## config.mk

```make
export PLATFORM = sky130hd
export DESIGN_NAME = i2c_target_regfile
export DESIGN_NICKNAME = d
export VERILOG_FILES = /design/src/rtl/i2c_target_regfile.sv
export SDC_FILE = /design/constraint.sdc
export NUM_CORES = 1
export LEC_CHECK = 0
export BUFFER_PORTS_ARGS = -buffer_cell sky130_fd_sc_hd__buf_4
export CORE_ASPECT_RATIO = 2
export CORE_UTILIZATION = 55
export CTS_CLUSTER_DIAMETER = 200
export DETAILED_ROUTE_END_ITERATION = 7
export PLACE_DENSITY = 0.85
export SETUP_SLACK_MARGIN = 0.4
export SYNTH_ARGS = -nofsm -noshare
export SYNTH_HDL_FRONTEND = slang
export SYNTH_SLANG_ARGS = --single-unit
```

## constraint.sdc

```tcl
create_clock -name clk -period 4.8 [get_ports clk]
set_input_delay 0.72 -clock clk [delete_from_list [all_inputs] [get_ports clk]]
set_output_delay 0.72 -clock clk [all_outputs]
set_load 0.02 [all_outputs]
```

## src/rtl/i2c_target_regfile.sv

```systemverilog
// I2C target with a small register file.
// Bus pins are oversampled on clk; no clock stretching.
module i2c_target_regfile #(
  parameter logic [6:0] TARGET_ADDR = 7'h2A,
  parameter int         REG_COUNT   = 4,
  parameter logic [7:0] RESET_VAL   = 8'h00,
  localparam int PW =
    (REG_COUNT > 1) ? $clog2(REG_COUNT) : 1
) (
  input  logic                   clk,
  input  logic                   rst,
  input  logic                   scl,
  input  logic                   sda_in,
  output logic                   sda_oe,
  output logic                   busy,
  output logic                   wr_strobe,
  output logic [PW-1:0]          wr_ptr,
  output logic [7:0]             wr_data,
  output logic [8*REG_COUNT-1:0] reg_q
);

  typedef enum logic [3:0] {
    S_IDLE, S_ADDR, S_AACK, S_PTR, S_PACK,
    S_WDATA, S_WACK, S_RDATA, S_RACK
  } state_t;

  state_t        r_state, w_state;
  logic          r_scl_s1, r_scl_s2, r_scl_d;
  logic          r_sda_s1, r_sda_s2, r_sda_d;
  logic [3:0]    r_cnt, w_cnt;
  logic [7:0]    r_shift, w_shift;
  logic [PW-1:0] r_ptr, w_ptr;
  logic          r_oe, w_oe;
  logic          r_busy, w_busy;
  logic          r_stb, w_stb;
  logic [PW-1:0] r_wptr, w_wptr;
  logic [7:0]    r_wdata, w_wdata;
  logic [7:0]    r_regs [REG_COUNT];
  logic [7:0]    w_rd;
  logic          w_rise, w_fall;
  logic          w_start, w_stop;

  // Two-flop synchronizers plus one delay stage for edges
  always_ff @(posedge clk or negedge rst) begin
    if (!rst) begin
      r_scl_s1 <= 1'b1;
      r_scl_s2 <= 1'b1;
      r_scl_d  <= 1'b1;
      r_sda_s1 <= 1'b1;
      r_sda_s2 <= 1'b1;
      r_sda_d  <= 1'b1;
    end else begin
      r_scl_s1 <= scl;
      r_scl_s2 <= r_scl_s1;
      r_scl_d  <= r_scl_s2;
      r_sda_s1 <= sda_in;
      r_sda_s2 <= r_sda_s1;
      r_sda_d  <= r_sda_s2;
    end
  end

  assign w_rise  = r_scl_s2 & ~r_scl_d;
  assign w_fall  = ~r_scl_s2 & r_scl_d;
  assign w_start = r_scl_s2 & r_scl_d
                 & r_sda_d & ~r_sda_s2;
  assign w_stop  = r_scl_s2 & r_scl_d
                 & ~r_sda_d & r_sda_s2;
  assign w_rd    = r_regs[r_ptr];

  // Protocol state and datapath registers
  always_ff @(posedge clk or negedge rst) begin
    if (!rst) begin
      r_state <= S_IDLE;
      r_cnt   <= '0;
      r_shift <= '0;
      r_ptr   <= '0;
      r_oe    <= 1'b0;
      r_busy  <= 1'b0;
      r_stb   <= 1'b0;
      r_wptr  <= '0;
      r_wdata <= '0;
    end else begin
      r_state <= w_state;
      r_cnt   <= w_cnt;
      r_shift <= w_shift;
      r_ptr   <= w_ptr;
      r_oe    <= w_oe;
      r_busy  <= w_busy;
      r_stb   <= w_stb;
      r_wptr  <= w_wptr;
      r_wdata <= w_wdata;
    end
  end

  // Next-state logic; bytes complete at the SCL fall after bit 0
  always_comb begin
    w_state = r_state;
    w_cnt   = r_cnt;
    w_shift = r_shift;
    w_ptr   = r_ptr;
    w_oe    = r_oe;
    w_busy  = r_busy;
    w_stb   = 1'b0;
    w_wptr  = r_wptr;
    w_wdata = r_wdata;
    if (w_start) begin
      w_state = S_ADDR;
      w_cnt   = '0;
      w_oe    = 1'b0;
      w_busy  = 1'b0;
    end else if (w_stop) begin
      w_state = S_IDLE;
      w_cnt   = '0;
      w_oe    = 1'b0;
      w_busy  = 1'b0;
    end else begin
      unique case (r_state)
        S_ADDR, S_PTR, S_WDATA: begin
          if (w_rise && r_cnt != 4'd8) begin
            w_shift = {r_shift[6:0], r_sda_s2};
            w_cnt   = r_cnt + 4'd1;
          end else if (w_fall && r_cnt == 4'd8) begin
            w_cnt = '0;
            w_oe  = 1'b1;
            if (r_state == S_ADDR) begin
              if (r_shift[7:1] == TARGET_ADDR) begin
                w_state = S_AACK;
                w_busy  = 1'b1;
              end else begin
                w_state = S_IDLE;
                w_oe    = 1'b0;
              end
            end else if (r_state == S_PTR) begin
              w_ptr   = r_shift[PW-1:0];
              w_state = S_PACK;
            end else begin
              w_stb   = 1'b1;
              w_wptr  = r_ptr;
              w_wdata = r_shift;
              w_ptr   = r_ptr + 1'b1;
              w_state = S_WACK;
            end
          end
        end
        S_AACK: begin
          if (w_fall) begin
            w_cnt = '0;
            if (r_shift[0]) begin
              w_state = S_RDATA;
              w_shift = w_rd;
              w_oe    = ~w_rd[7];
            end else begin
              w_state = S_PTR;
              w_oe    = 1'b0;
            end
          end
        end
        S_PACK, S_WACK: begin
          if (w_fall) begin
            w_cnt   = '0;
            w_oe    = 1'b0;
            w_state = S_WDATA;
          end
        end
        S_RDATA: begin
          if (w_rise && r_cnt != 4'd8) begin
            w_cnt = r_cnt + 4'd1;
          end else if (w_fall && r_cnt == 4'd8) begin
            w_cnt   = '0;
            w_oe    = 1'b0;
            w_state = S_RACK;
          end else if (w_fall && r_cnt != 4'd0) begin
            w_shift = {r_shift[6:0], 1'b0};
            w_oe    = ~r_shift[6];
          end
        end
        S_RACK: begin
          if (w_rise && r_cnt == 4'd0) begin
            w_ptr = r_ptr + 1'b1;
            if (!r_sda_s2) w_cnt = 4'd1;
            else w_state = S_IDLE;
          end else if (w_fall && r_cnt == 4'd1) begin
            w_cnt   = '0;
            w_state = S_RDATA;
            w_shift = w_rd;
            w_oe    = ~w_rd[7];
          end
        end
        default: ;
      endcase
    end
  end

  // Register file, written only by completed bus bytes
  always_ff @(posedge clk or negedge rst) begin
    if (!rst) begin
      for (int i = 0; i < REG_COUNT; i++)
        r_regs[i] <= RESET_VAL;
    end else if (w_stb) begin
      r_regs[r_ptr] <= r_shift;
    end
  end

  for (genvar g = 0; g < REG_COUNT; g++) begin : g_q
    assign reg_q[8*g +: 8] = r_regs[g];
  end

  assign sda_oe    = r_oe;
  assign busy      = r_busy;
  assign wr_strobe = r_stb;
  assign wr_ptr    = r_wptr;
  assign wr_data   = r_wdata;

endmodule
```

==> results.sh, run 1 <==
export IMPL_run_status="finished clean"
export IMPL_critical_path_cell_chain="inv_1, ha_1, nand3b_1, nor2_1, nand3_1, inv_1, nand2_1, mux2_2"
export IMPL_dominantRegCellSynth="sky130_fd_sc_hd__dfrtp_1"
export IMPL_num_fill_cells=410
export IMPL_antenna_diode_count=0
export IMPL_detail_route_antenna_nets=0
export IMPL_clock_insertion_delay_worst_skew_ns=0.33
export IMPL_critical_path_max_stage_delay_ns=0.42
export IMPL_fp_dieH_um=115
export IMPL_initial_utilization=0.575
export IMPL_areaGrowthSynthToFinish_pct=20.2
export IMPL_core_ar_um2=6060
export IMPL_critical_path_top_cell_by_count="sky130_fd_sc_hd__inv_1"
export IMPL_timing_setup_critical_path_class="flop to flop"
export IMPL_dp_final_hpwl_um=6030
export IMPL_timing_hold_worst_class="flop to flop"
export IMPL_max_slew_margin_rel=0.436
export IMPL_yosys_reg_bits=69
export IMPL_chipWidth_um=58.3
export IMPL_asyncSetResetFlopFracSynth=1.00
export IMPL_root_buffer="sky130_fd_sc_hd__clkbuf_16"
export IMPL_drc_violations=0
export IMPL_grt_pass1_vias=2740
export IMPL_overflow=0
export IMPL_finalSetupViolations=0
export IMPL_die_area_um2=6680
export IMPL_post_synth_instance_area_um2=3480
export IMPL_hold_viol=0
export IMPL_antenna_violations_before_repair=0
export IMPL_critPathBufInv=2
export IMPL_crit_path_end_kind="flop"
export IMPL_cts_buffers=9
export IMPL_fin_setup_tns_ns=0
export IMPL_maxCapViolations=0
export IMPL_clk_pin_slew_worst_paths_ns=0.05
export IMPL_worstMarginPinSlew_ns=0.847
export IMPL_register_area_share_after_synthesis=0.498
export IMPL_cellPowerDensity_nw_per_um2=465
export IMPL_fmax_ghz=0.336
export IMPL_grt_max_degree=70
export IMPL_io_pin_count=49
export IMPL_routed_via_density=6.07
export IMPL_total_power_uw=1950
export IMPL_clock_tree_buffer_depth=2
export IMPL_postSynthAreaPerCell_um2=11.7
export IMPL_worstPathRequired_ns=5.01
export IMPL_yosys_top_cells_area="sky130_fd_sc_hd__dfrtp_1, sky130_fd_sc_hd__mux2_2, sky130_fd_sc_hd__mux4_2, sky130_fd_sc_hd__dfstp_2, sky130_fd_sc_hd__nand2_1"
export IMPL_tritoncts_num_sinks=69
export IMPL_post_layout_nonfiller_instances=433
export IMPL_htree_levels=3
export IMPL_final_period_utilization=0.619
export IMPL_ir_drop_mv=0.292
export IMPL_number_of_drc_violations_after_detailed_routing_iteration_0=206
export IMPL_port_buffers=48
export IMPL_post_cts_resized_instances=0
export IMPL_critical_path_slowest_cell="sky130_fd_sc_hd__dfrtp_1"
export IMPL_layout_cells_most_common_list="sky130_fd_sc_hd__dfrtp_1, sky130_fd_sc_hd__buf_4, sky130_fd_sc_hd__mux2_2"
export IMPL_placedCellCount=417
export IMPL_rsz0062_at_grt="false"
export IMPL_wire_length_of_the_first_global_routing_pass_um=13900
export IMPL_number_of_synthesized_flops_with_an_enable_pin=0
export IMPL_worstPathArrival_ns=3.18
export IMPL_drive_gt1_frac=0.350
export IMPL_path_max_fanout=14
export IMPL_drt_first_pass_iters=4
export IMPL_routed_length_per_placed_instance_um=20.0
export IMPL_netlist_area_leader_share=0.452
export IMPL_largest_clock_skew_in_the_final_design_ns=0.00614
export IMPL_count_of_warnings_emitted_by_yosys=0
export IMPL_postCtsSetupRepairBufs=0
export IMPL_element_type_at_the_critical_path_start="flop"
export IMPL_vias=2627
export IMPL_yosys_area_top_type="sky130_fd_sc_hd__dfrtp_1"
export IMPL_cts_hold_fix_bufs=0
export IMPL_place_congestion=0.967
export IMPL_syn_nets=309
export IMPL_finalCriticalPeriod_ns=2.97
export IMPL_static_leakage_power_uw=0.00201
export IMPL_number_of_placement_rows=40
export IMPL_synth_cell_types=51
export IMPL_finalMaxSlewViolations=0
export IMPL_layout_net_count=355
export IMPL_commonest_non_fill_non_tap_cell_in_the_layout="sky130_fd_sc_hd__dfrtp_1"
export IMPL_drt_wl_total_um=8680
export IMPL_worst_path_dominant_cell_family="simple AND/OR/NAND/NOR gates"
export IMPL_cts_tree="done"
export IMPL_syn_instance_count=298
export IMPL_gr_util_all_layers=0.289
-- flip-flops by register name (all words and copies together) (netlist names), 2 cells and up --
| register | flops |
|---|---|
| r_cnt | 4 |
| wr_ptr | 2 |
| wr_data | 8 |
| r_shift | 8 |
| r_ptr | 2 |
| reg_q | 32 |
| r_state | 4 |
-- cell usage after synthesis, types with 2 or more instances --
cell / count
sky130_fd_sc_hd__dfrtp_1: 63
sky130_fd_sc_hd__mux2_2: 40
sky130_fd_sc_hd__nand2_1: 37
sky130_fd_sc_hd__nor2_1: 14
sky130_fd_sc_hd__clkbuf_1: 10
sky130_fd_sc_hd__a22o_1: 9
sky130_fd_sc_hd__inv_1: 8
sky130_fd_sc_hd__mux4_2: 8
sky130_fd_sc_hd__nor2b_1: 8
sky130_fd_sc_hd__o21ai_0: 8
sky130_fd_sc_hd__ha_1: 7
sky130_fd_sc_hd__nand3_1: 7
sky130_fd_sc_hd__a31oi_1: 6
sky130_fd_sc_hd__dfstp_2: 6
sky130_fd_sc_hd__a211oi_1: 5
sky130_fd_sc_hd__a21oi_1: 5
sky130_fd_sc_hd__mux2i_1: 5
sky130_fd_sc_hd__nor3_1: 5
sky130_fd_sc_hd__nand2b_1: 4
sky130_fd_sc_hd__o21a_1: 3
sky130_fd_sc_hd__o311ai_0: 3
sky130_fd_sc_hd__o31ai_1: 3
sky130_fd_sc_hd__a31o_2: 2
sky130_fd_sc_hd__and3b_1: 2
sky130_fd_sc_hd__buf_4: 2
sky130_fd_sc_hd__o221ai_1: 2
sky130_fd_sc_hd__or2b_1: 2
-- worst paths after layout --
| kind | start | to | slack (ns) | cells after the start |
|---|---|---|---|---|
| max in group asynchronous | rst | wr_data[5]$_DFFE_PN0P_ | 3.75 | 1 |
| max reg2reg | r_cnt[0]$_DFFE_PN0P_ | reg_q[6]$_DFFE_PN0P_ | 1.83 | 8 |
| min | r_sda_s1$_DFF_PN1_ | r_sda_s2$_DFF_PN1_ | 0.35 | 0 |
| min reg2reg | r_sda_s1$_DFF_PN1_ | r_sda_s2$_DFF_PN1_ | 0.35 | 0 |
| max | r_cnt[0]$_DFFE_PN0P_ | reg_q[6]$_DFFE_PN0P_ | 1.83 | 8 |
| min in group asynchronous | rst | r_cnt[3]$_DFFE_PN0P_ | 0.49 | 1 |
-- worst reg2reg max path: stages, from the launching register on --
cell and delay (ns):
sky130_fd_sc_hd__dfrtp_1 0.42, sky130_fd_sc_hd__inv_1 0.12, sky130_fd_sc_hd__ha_1 0.18, sky130_fd_sc_hd__nand3b_1 0.15, sky130_fd_sc_hd__nor2_1 0.34, sky130_fd_sc_hd__nand3_1 0.42
sky130_fd_sc_hd__inv_1 0.40, sky130_fd_sc_hd__nand2_1 0.42, sky130_fd_sc_hd__mux2_2 0.41
-- power by group --
| part | internal [uW] | leakage (uW) | switching (uW) |
|---|---|---|---|
| clock network | 414 | 0.000143 | 237 |
| logic | 234 | 0.000943 | 257 |
| registers | 644 | 0.000924 | 161 |
| total | 1290 | 0.00201 | 655 |
-- through the flow --
step	cell area, um2	hold WS [ns]	util	setup WS (ns)
after floorplan	3480	0.345	-	2.53
after global placement	3890	0.345	0.643	1.97
after CTS	4190	0.350	0.692	1.88
after detailed placement	3890	0.348	0.643	1.89
after global routing	4190	0.356	0.692	1.54
final	4190	0.350	0.692	1.83
-- cell type report --
type                            count  area, um2  share of cell area
Sequential cell                    69       1730               0.414
Multi-Input combinational cell    208       1660               0.397
Timing Repair Buffer               48        360              0.0860
Clock buffer                       12        246              0.0589
Tap cell                           84        105              0.0251
Clock inverter                      4       47.5              0.0114
Inverter                            8       30.0             0.00717
-- layer usage --
| layer | vias to the layer above | global-route usage | wire length (um) |
|---|---|---|---|
| met5 | - | 0 | 0 |
| met4 | 0 | 0.186 | 401 |
| met3 | 30 | 0.0678 | 339 |
| met2 | 106 | 0.499 | 4770 |
| met1 | 1306 | 0.305 | 3170 |
| li1 | 1185 | - | - |
-- logic make-up after synthesis --
logic type	after synthesis	synth area share
mux	53	0.195
compound gates	57	0.125
simple gates	89	0.127
buf+inv	21	0.0248
flops	69	0.498
xor+xnor	2	0.00503
fa+ha+maj	7	0.0251
(Power assumes the default switching activity.)
==> run 2, diff against run 1 <==
ABC_AREA = 1   (was default)
clock period = 2.75 ns   (was 4.8 ns; I/O delays follow)
==> results.sh, run 2 <==
export IMPL_run_status="finished clean"
export IMPL_finalMaxSlewViolations=0
export IMPL_die_area_um2=6920
export IMPL_htree_levels=3
export IMPL_synth_simple_gate_area_share=0.349
export IMPL_areaGrowthSynthToFinish_pct=20.6
export IMPL_max_slew_margin_rel=0.423
export IMPL_clock_insertion_delay_worst_skew_ns=0.33
export IMPL_crit_path_end_kind="flop"
export IMPL_layout_net_count=534
export IMPL_worstPathArrival_ns=2.36
export IMPL_reg2reg_to="r_state[0]$_DFFE_PN0P_"
export IMPL_place_congestion=0.991
export IMPL_placedCellCount=596
export IMPL_antenna_diode_count=0
export IMPL_routed_via_density=5.56
export IMPL_timing_hold_worst_class="primary input to async pin"
export IMPL_clk_pin_slew_worst_paths_ns=0.06
export IMPL_routed_length_per_placed_instance_um=16.9
export IMPL_register_area_share_after_synthesis=0.480
export IMPL_critical_path_slowest_cell="sky130_fd_sc_hd__dfrtp_1"
export IMPL_startpoint="r_cnt[0]$_DFFE_PN0P_"
export IMPL_port_buffers=48
export IMPL_worstPathRequired_ns=2.97
export IMPL_dominantRegCellSynth="sky130_fd_sc_hd__dfrtp_1"
export IMPL_post_synth_instance_area_um2=3610
export IMPL_postSynthAreaPerCell_um2=7.67
export IMPL_synth_xor_area_frac=0.00485
export IMPL_chipWidth_um=59.3
export IMPL_commonest_non_fill_non_tap_cell_in_the_layout="sky130_fd_sc_hd__nand2_1"
export IMPL_maxCapViolations=0
export IMPL_worst_r2r_cell_count=9
export IMPL_drc_violations=0
export IMPL_synth_compound_area_frac=0.0856
export IMPL_wl_met2_um=5460
export IMPL_drt_wl_total_um=10400
export IMPL_synth_top_family_by_area="simple AND/OR/NAND/NOR gates"
export IMPL_antenna_violations_before_repair=0
export IMPL_post_layout_nonfiller_instances=614
export IMPL_synth_cell_types=27
export IMPL_syn_nets=482
export IMPL_finalCriticalPeriod_ns=2.14
export IMPL_core_ar_um2=6310
export IMPL_syn_instance_count=471
export IMPL_grt_pass1_vias=3199
export IMPL_clock_tree_buffer_depth=2
export IMPL_netlist_area_leader_share=0.436
export IMPL_detail_route_antenna_nets=0
export IMPL_yosys_area_top_type="sky130_fd_sc_hd__dfrtp_1"
export IMPL_routedLengthMet1_um=3640
export IMPL_cts_buffers=9
export IMPL_worstReg2RegStart="r_cnt[0]$_DFFE_PN0P_"
export IMPL_num_fill_cells=496
export IMPL_critical_path_max_stage_delay_ns=0.43
export IMPL_rsz0062_at_grt="false"
export IMPL_drive_gt1_frac=0.184
export IMPL_gr_util_all_layers=0.333
export IMPL_number_of_placement_rows=41
export IMPL_asyncSetResetFlopFracSynth=1.00
export IMPL_synth_area_mux_share=0
export IMPL_ir_drop_mv=0.575
export IMPL_path_max_fanout=6
export IMPL_cellPowerDensity_nw_per_um2=934
export IMPL_cts_hold_fix_bufs=0
export IMPL_yosys_top_cells_area="sky130_fd_sc_hd__dfrtp_1, sky130_fd_sc_hd__nand2_1, sky130_fd_sc_hd__nand3_1, sky130_fd_sc_hd__o21ai_1, sky130_fd_sc_hd__dfstp_2"
export IMPL_fp_dieH_um=117
export IMPL_tritoncts_num_sinks=69
export IMPL_r2r_setup_slack_ns=0.61
export IMPL_fin_setup_tns_ns=0
export IMPL_dp_final_hpwl_um=7550
export IMPL_number_of_synthesized_flops_with_an_enable_pin=0
export IMPL_count_of_warnings_emitted_by_yosys=0
export IMPL_io_pin_count=49
export IMPL_final_period_utilization=0.778
export IMPL_worstMarginPinSlew_ns=0.865
export IMPL_cts_tree="done"
export IMPL_highest_signal_layer="met4"
export IMPL_critical_path_cell_chain="inv_1, ha_1, nand3_1, nand3_1, o21ai_0, nor2_1, nand2_1, nand2_1, nand2_1"
export IMPL_largest_clock_skew_in_the_final_design_ns=0.00608
export IMPL_element_type_at_the_critical_path_start="flop"
export IMPL_critical_path_top_cell_by_count="sky130_fd_sc_hd__nand2_1"
export IMPL_wire_length_of_the_first_global_routing_pass_um=16200
export IMPL_endpoint="r_state[0]$_DFFE_PN0P_"
export IMPL_yosys_reg_bits=69
export IMPL_final_core_util=0.690
export IMPL_yosysMostFrequentCell="sky130_fd_sc_hd__nand2_1"
export IMPL_root_buffer="sky130_fd_sc_hd__clkbuf_16"
export IMPL_drt_first_pass_iters=6
export IMPL_static_leakage_power_uw=0.00227
export IMPL_synth_adder_area_share=0.0242
export IMPL_overflow=0
export IMPL_fmax_ghz=0.467
export IMPL_grt_max_degree=70
export IMPL_largest_reg_flops=32
export IMPL_layout_cells_most_common_list="sky130_fd_sc_hd__nand2_1, sky130_fd_sc_hd__dfrtp_1, sky130_fd_sc_hd__nand3_1"
export IMPL_timing_setup_critical_path_class="flop to flop"
export IMPL_initial_utilization=0.572
export IMPL_finalSetupViolations=0
export IMPL_hold_viol=0
export IMPL_number_of_drc_violations_after_detailed_routing_iteration_0=224
export IMPL_vias=3416
export IMPL_wl_met3_um=424
export IMPL_synth_cells_most_frequent="sky130_fd_sc_hd__nand2_1, sky130_fd_sc_hd__dfrtp_1, sky130_fd_sc_hd__nand3_1, sky130_fd_sc_hd__nor2_1, sky130_fd_sc_hd__o21ai_1"
==> run 2: cell types whose count changed after synthesis, moves of 6 or more <==
| cell | change |
|---|---|
| sky130_fd_sc_hd__nand2_1 | +135 |
| sky130_fd_sc_hd__nor2b_1 | -8 |
| sky130_fd_sc_hd__nor2_1 | +26 |
| sky130_fd_sc_hd__nand3_1 | +52 |
| sky130_fd_sc_hd__clkbuf_1 | -6 |
| sky130_fd_sc_hd__mux4_2 | -8 |
| sky130_fd_sc_hd__o21ai_1 | +34 |
| sky130_fd_sc_hd__mux2_2 | -40 |
| sky130_fd_sc_hd__inv_1 | +21 |
| sky130_fd_sc_hd__a22o_1 | -9 |
| sky130_fd_sc_hd__a31oi_1 | -6 |
| sky130_fd_sc_hd__o21ai_2 | +7 |
==> run 2: final cells by class <==
class | instances | area [um2] | share of cell area
clock inverters | 4 | 47.5 | 0.0109
flip-flops and latches | 69 | 1730 | 0.398
multi-input cells | 357 | 1680 | 0.386
repair buffers | 52 | 403 | 0.0925
clock buffers | 12 | 256 | 0.0589
well taps | 86 | 108 | 0.0247
inverters | 34 | 128 | 0.0293
==> run 2: cell families (layout without fill, tap and decap cells) <==
| group | after synthesis | in the layout |
|---|---|---|
| simple gates | 292 | 292 |
| xor+xnor | 2 | 2 |
| compound gates | 56 | 56 |
| buf+inv | 45 | 102 |
| flops | 69 | 69 |
| fa+ha+maj | 7 | 7 |
==> run 2: critical path: cells and delay by family (launching register included) <==
kind | cells | cell delay (ns)
AND/OR/NAND/NOR | 6 | 1.13
flip-flops | 1 | 0.43
adder cells (fa/ha/maj) | 1 | 0.21
AO/OA/AOI/OAI | 1 | 0.19
buffers and inverters | 1 | 0.08
==> run 2: timing repair <==
item	4_1_cts	5_1_grt
resized for setup	0	1
setup endpoints to repair	0	4
setup buffers	0	2
hold endpoints to repair	0	0
==> run 2: where the power goes <==
| group | leakage [uW] | internal (uW) | switching (uW) |
|---|---|---|---|
| sequential | 0.000928 | 1130 | 158 |
| combinational | 0.00119 | 453 | 1150 |
| clock | 0.000149 | 748 | 427 |
| total | 0.00227 | 2330 | 1740 |
==> run 2: layer usage <==
layer  global-route usage  vias to the layer above
met2                0.558                      143
met1                0.352                     1593
met4                0.279                        0
met5                    0                        -
met3               0.0554                       54
li1                     -                     1626
==> run 2: through the flow <==
stage / cell area (um2) / setup slack, ns / total power, uW / hold WS (ns)
after floorplan: 3610 / 0.924 / 2360 / 0.117
after detailed placement: 4020 / 0.532 / 2840 / 0.354
after global placement: 4020 / 0.640 / 2810 / 0.359
after global routing: 4360 / 0.451 / 4330 / 0.175
after CTS: 4320 / 0.519 / 4030 / 0.174
final: 4360 / 0.611 / 4070 / 0.176
==> run 2: worst min-delay path by stage <==
stage / start / to / slack (ns) / cells past startpoint
6_report: rst / r_cnt[0]$_DFFE_PN0P_ / 0.18 / 1
5_1_grt: sda_in / r_sda_s1$_DFF_PN1_ / 0.17 / 1
4_1_cts: scl / r_scl_s1$_DFF_PN1_ / 0.17 / 1
3_5_place_dp: r_sda_s1$_DFF_PN1_ / r_sda_s2$_DFF_PN1_ / 0.35 / 0
3_3_place_gp: r_scl_s1$_DFF_PN1_ / r_scl_s2$_DFF_PN1_ / 0.36 / 0
2_1_floorplan: rst / busy$_DFFE_PN0P_ / 0.12 / 0
==> run 3, diff against run 2 <==
clock period = 2.1 ns   (was 2.75 ns; I/O delays follow)
==> results.sh, run 3 (synthesis results as in run 2) <==
export IMPL_drive_gt1_frac=0.297
export IMPL_static_leakage_power_uw=0.00241
export IMPL_drc_violations=0
export IMPL_antenna_violations_before_repair=0
export IMPL_worstReg2RegStart="r_cnt[1]$_DFFE_PN0P_"
export IMPL_io_pin_count=49
export IMPL_layout_net_count=559
export IMPL_max_slew_margin_rel=0.756
export IMPL_routed_via_density=5.64
export IMPL_worstMarginPinSlew_ns=0.366
export IMPL_worst_hold_path_num_cells=1
export IMPL_drt_wl_total_um=11300
export IMPL_critical_path_max_stage_delay_ns=0.40
export IMPL_vias=3605
export IMPL_hold_end="r_sda_s1$_DFF_PN1_"
export IMPL_antenna_diode_count=0
export IMPL_htree_levels=3
export IMPL_timing_hold_worst_class="primary input to flop"
export IMPL_critical_path_slowest_cell="sky130_fd_sc_hd__dfrtp_1"
export IMPL_die_area_um2=6920
export IMPL_grt_pass1_vias=3509
export IMPL_finalMaxSlewViolations=0
export IMPL_reg2reg_to="wr_data[7]$_DFFE_PN0P_"
export IMPL_finalSetupViolations=0
export IMPL_place_congestion=0.956
export IMPL_final_core_util=0.761
export IMPL_crit_path_end_kind="flop"
export IMPL_r2r_setup_slack_ns=0.34
export IMPL_grt_max_degree=70
export IMPL_cts_tree="done"
export IMPL_worstHoldStart="sda_in"
export IMPL_fin_setup_tns_ns=0
export IMPL_fp_dieH_um=117
export IMPL_rsz0062_at_grt="true"
export IMPL_dp_final_hpwl_um=8140
export IMPL_ir_drop_mv=0.803
export IMPL_number_of_drc_violations_after_detailed_routing_iteration_0=239
export IMPL_wire_length_of_the_first_global_routing_pass_um=17000
export IMPL_areaGrowthSynthToFinish_pct=33.0
export IMPL_largest_clock_skew_in_the_final_design_ns=0.00499
export IMPL_hold_viol=0
export IMPL_clk_pin_slew_worst_paths_ns=0.06
export IMPL_routed_length_per_placed_instance_um=17.7
export IMPL_overflow=0
export IMPL_worstPathRequired_ns=2.30
export IMPL_chipWidth_um=59.3
export IMPL_worst_path_dominant_cell_family="simple AND/OR/NAND/NOR gates"
export IMPL_number_of_placement_rows=41
export IMPL_port_buffers=48
export IMPL_layout_cells_most_common_list="sky130_fd_sc_hd__nand2_1, sky130_fd_sc_hd__buf_4, sky130_fd_sc_hd__dfrtp_1"
export IMPL_root_buffer="sky130_fd_sc_hd__clkbuf_16"
export IMPL_worstPathArrival_ns=1.96
export IMPL_critPathBufInv=3
export IMPL_fmax_ghz=0.567
export IMPL_clock_insertion_delay_worst_skew_ns=0.34
export IMPL_critical_path_cell_chain="inv_2, ha_4, nand3_4, nand2_4, nand2_4, nor3_4, buf_12, inv_6, nand2_2, o21ai_1"
export IMPL_element_type_at_the_critical_path_start="flop"
export IMPL_largest_reg_flops=32
export IMPL_cts_buffers=9
export IMPL_cellPowerDensity_nw_per_um2=1230
export IMPL_core_ar_um2=6310
export IMPL_critical_path_top_cell_by_count="sky130_fd_sc_hd__nand2_4"
export IMPL_finalCriticalPeriod_ns=1.76
export IMPL_commonest_non_fill_non_tap_cell_in_the_layout="sky130_fd_sc_hd__nand2_1"
export IMPL_maxCapViolations=0
export IMPL_gr_util_all_layers=0.347
export IMPL_timing_setup_critical_path_class="flop to flop"
export IMPL_detail_route_antenna_nets=0
export IMPL_initial_utilization=0.572
export IMPL_tritoncts_num_sinks=69
export IMPL_path_max_fanout=20
export IMPL_worst_r2r_cell_count=10
export IMPL_total_power_uw=5930
export IMPL_drt_first_pass_iters=5
export IMPL_final_period_utilization=0.839
export IMPL_run_status="finished clean"
export IMPL_clock_tree_buffer_depth=2
-- run 3: cell count changes in the layout (fill, tap and decap cells not counted), sizes merged --
cell         previous run  this run
buf                    52        76
clkbuf                 12        13
clkinv                  4         3
dlygate4sd3             0         1
-- run 3: per-stage QoR --
| stage | setup WS, ns | instance area [um2] | hold WS [ns] | std cells |
|---|---|---|---|---|
| CTS | 0.363 | 4660 | 0.0766 | 635 |
| finish | 0.338 | 4800 | 0.0795 | 639 |
| global placement | 0.154 | 4170 | 0.344 | 612 |
| floorplan | 0.287 | 3640 | 0.0194 | 471 |
| detailed placement | 0.147 | 4170 | 0.347 | 612 |
| global route | 0.273 | 4800 | 0.0783 | 639 |
-- run 3: power breakdown --
part           internal (uW)  switching [uW]  total, uW
clock                   1010             559       1570
combinational            928            1780       2700
sequential              1490             170       1660
-- run 3: layout make-up --
type | count | area [um2]
multi-input cells | 357 | 1890
flip-flops and latches | 69 | 1740
fillers | 461 | 1510
repair buffers | 77 | 622
clock buffers | 13 | 270
inverters | 34 | 139
well taps | 86 | 108
clock inverters | 3 | 42.5
-- run 3: timing repair --
action,CTS,global route
setup endpoints to repair,60,61
hold buffers,1,0
setup buffers,6,4
gates resized for setup,30,32
endpoints found under the hold margin,15,0
pin swaps,6,6
-- run 3: how the worst max path moves through the flow --
| stage | cells past startpoint | end | slack (ns) | startpoint |
|---|---|---|---|---|
| global placement | 9 | r_shift[1]$_DFFE_PN0P_ | 0.15 | r_sda_d$_DFF_PN1_ |
| floorplan | 10 | reg_q[13]$_DFFE_PN0P_ | 0.29 | r_cnt[1]$_DFFE_PN0P_ |
| global route | 10 | r_shift[2]$_DFFE_PN0P_ | 0.27 | r_state[0]$_DFFE_PN0P_ |
| finish | 10 | wr_data[7]$_DFFE_PN0P_ | 0.34 | r_cnt[1]$_DFFE_PN0P_ |
| detailed placement | 11 | r_shift[3]$_DFFE_PN0P_ | 0.15 | r_scl_s2$_DFF_PN1_ |
| CTS | 10 | reg_q[3]$_DFFE_PN0P_ | 0.36 | r_cnt[1]$_DFFE_PN0P_ |
-- run 3: metal layers --
metal,up-vias,GRT usage,share of wire
li1,1684,-,-
met1,1693,0.311,0.32
met2,167,0.628,0.54
met3,61,0.0576,0.044
met4,0,0.313,0.092
met5,-,0,0
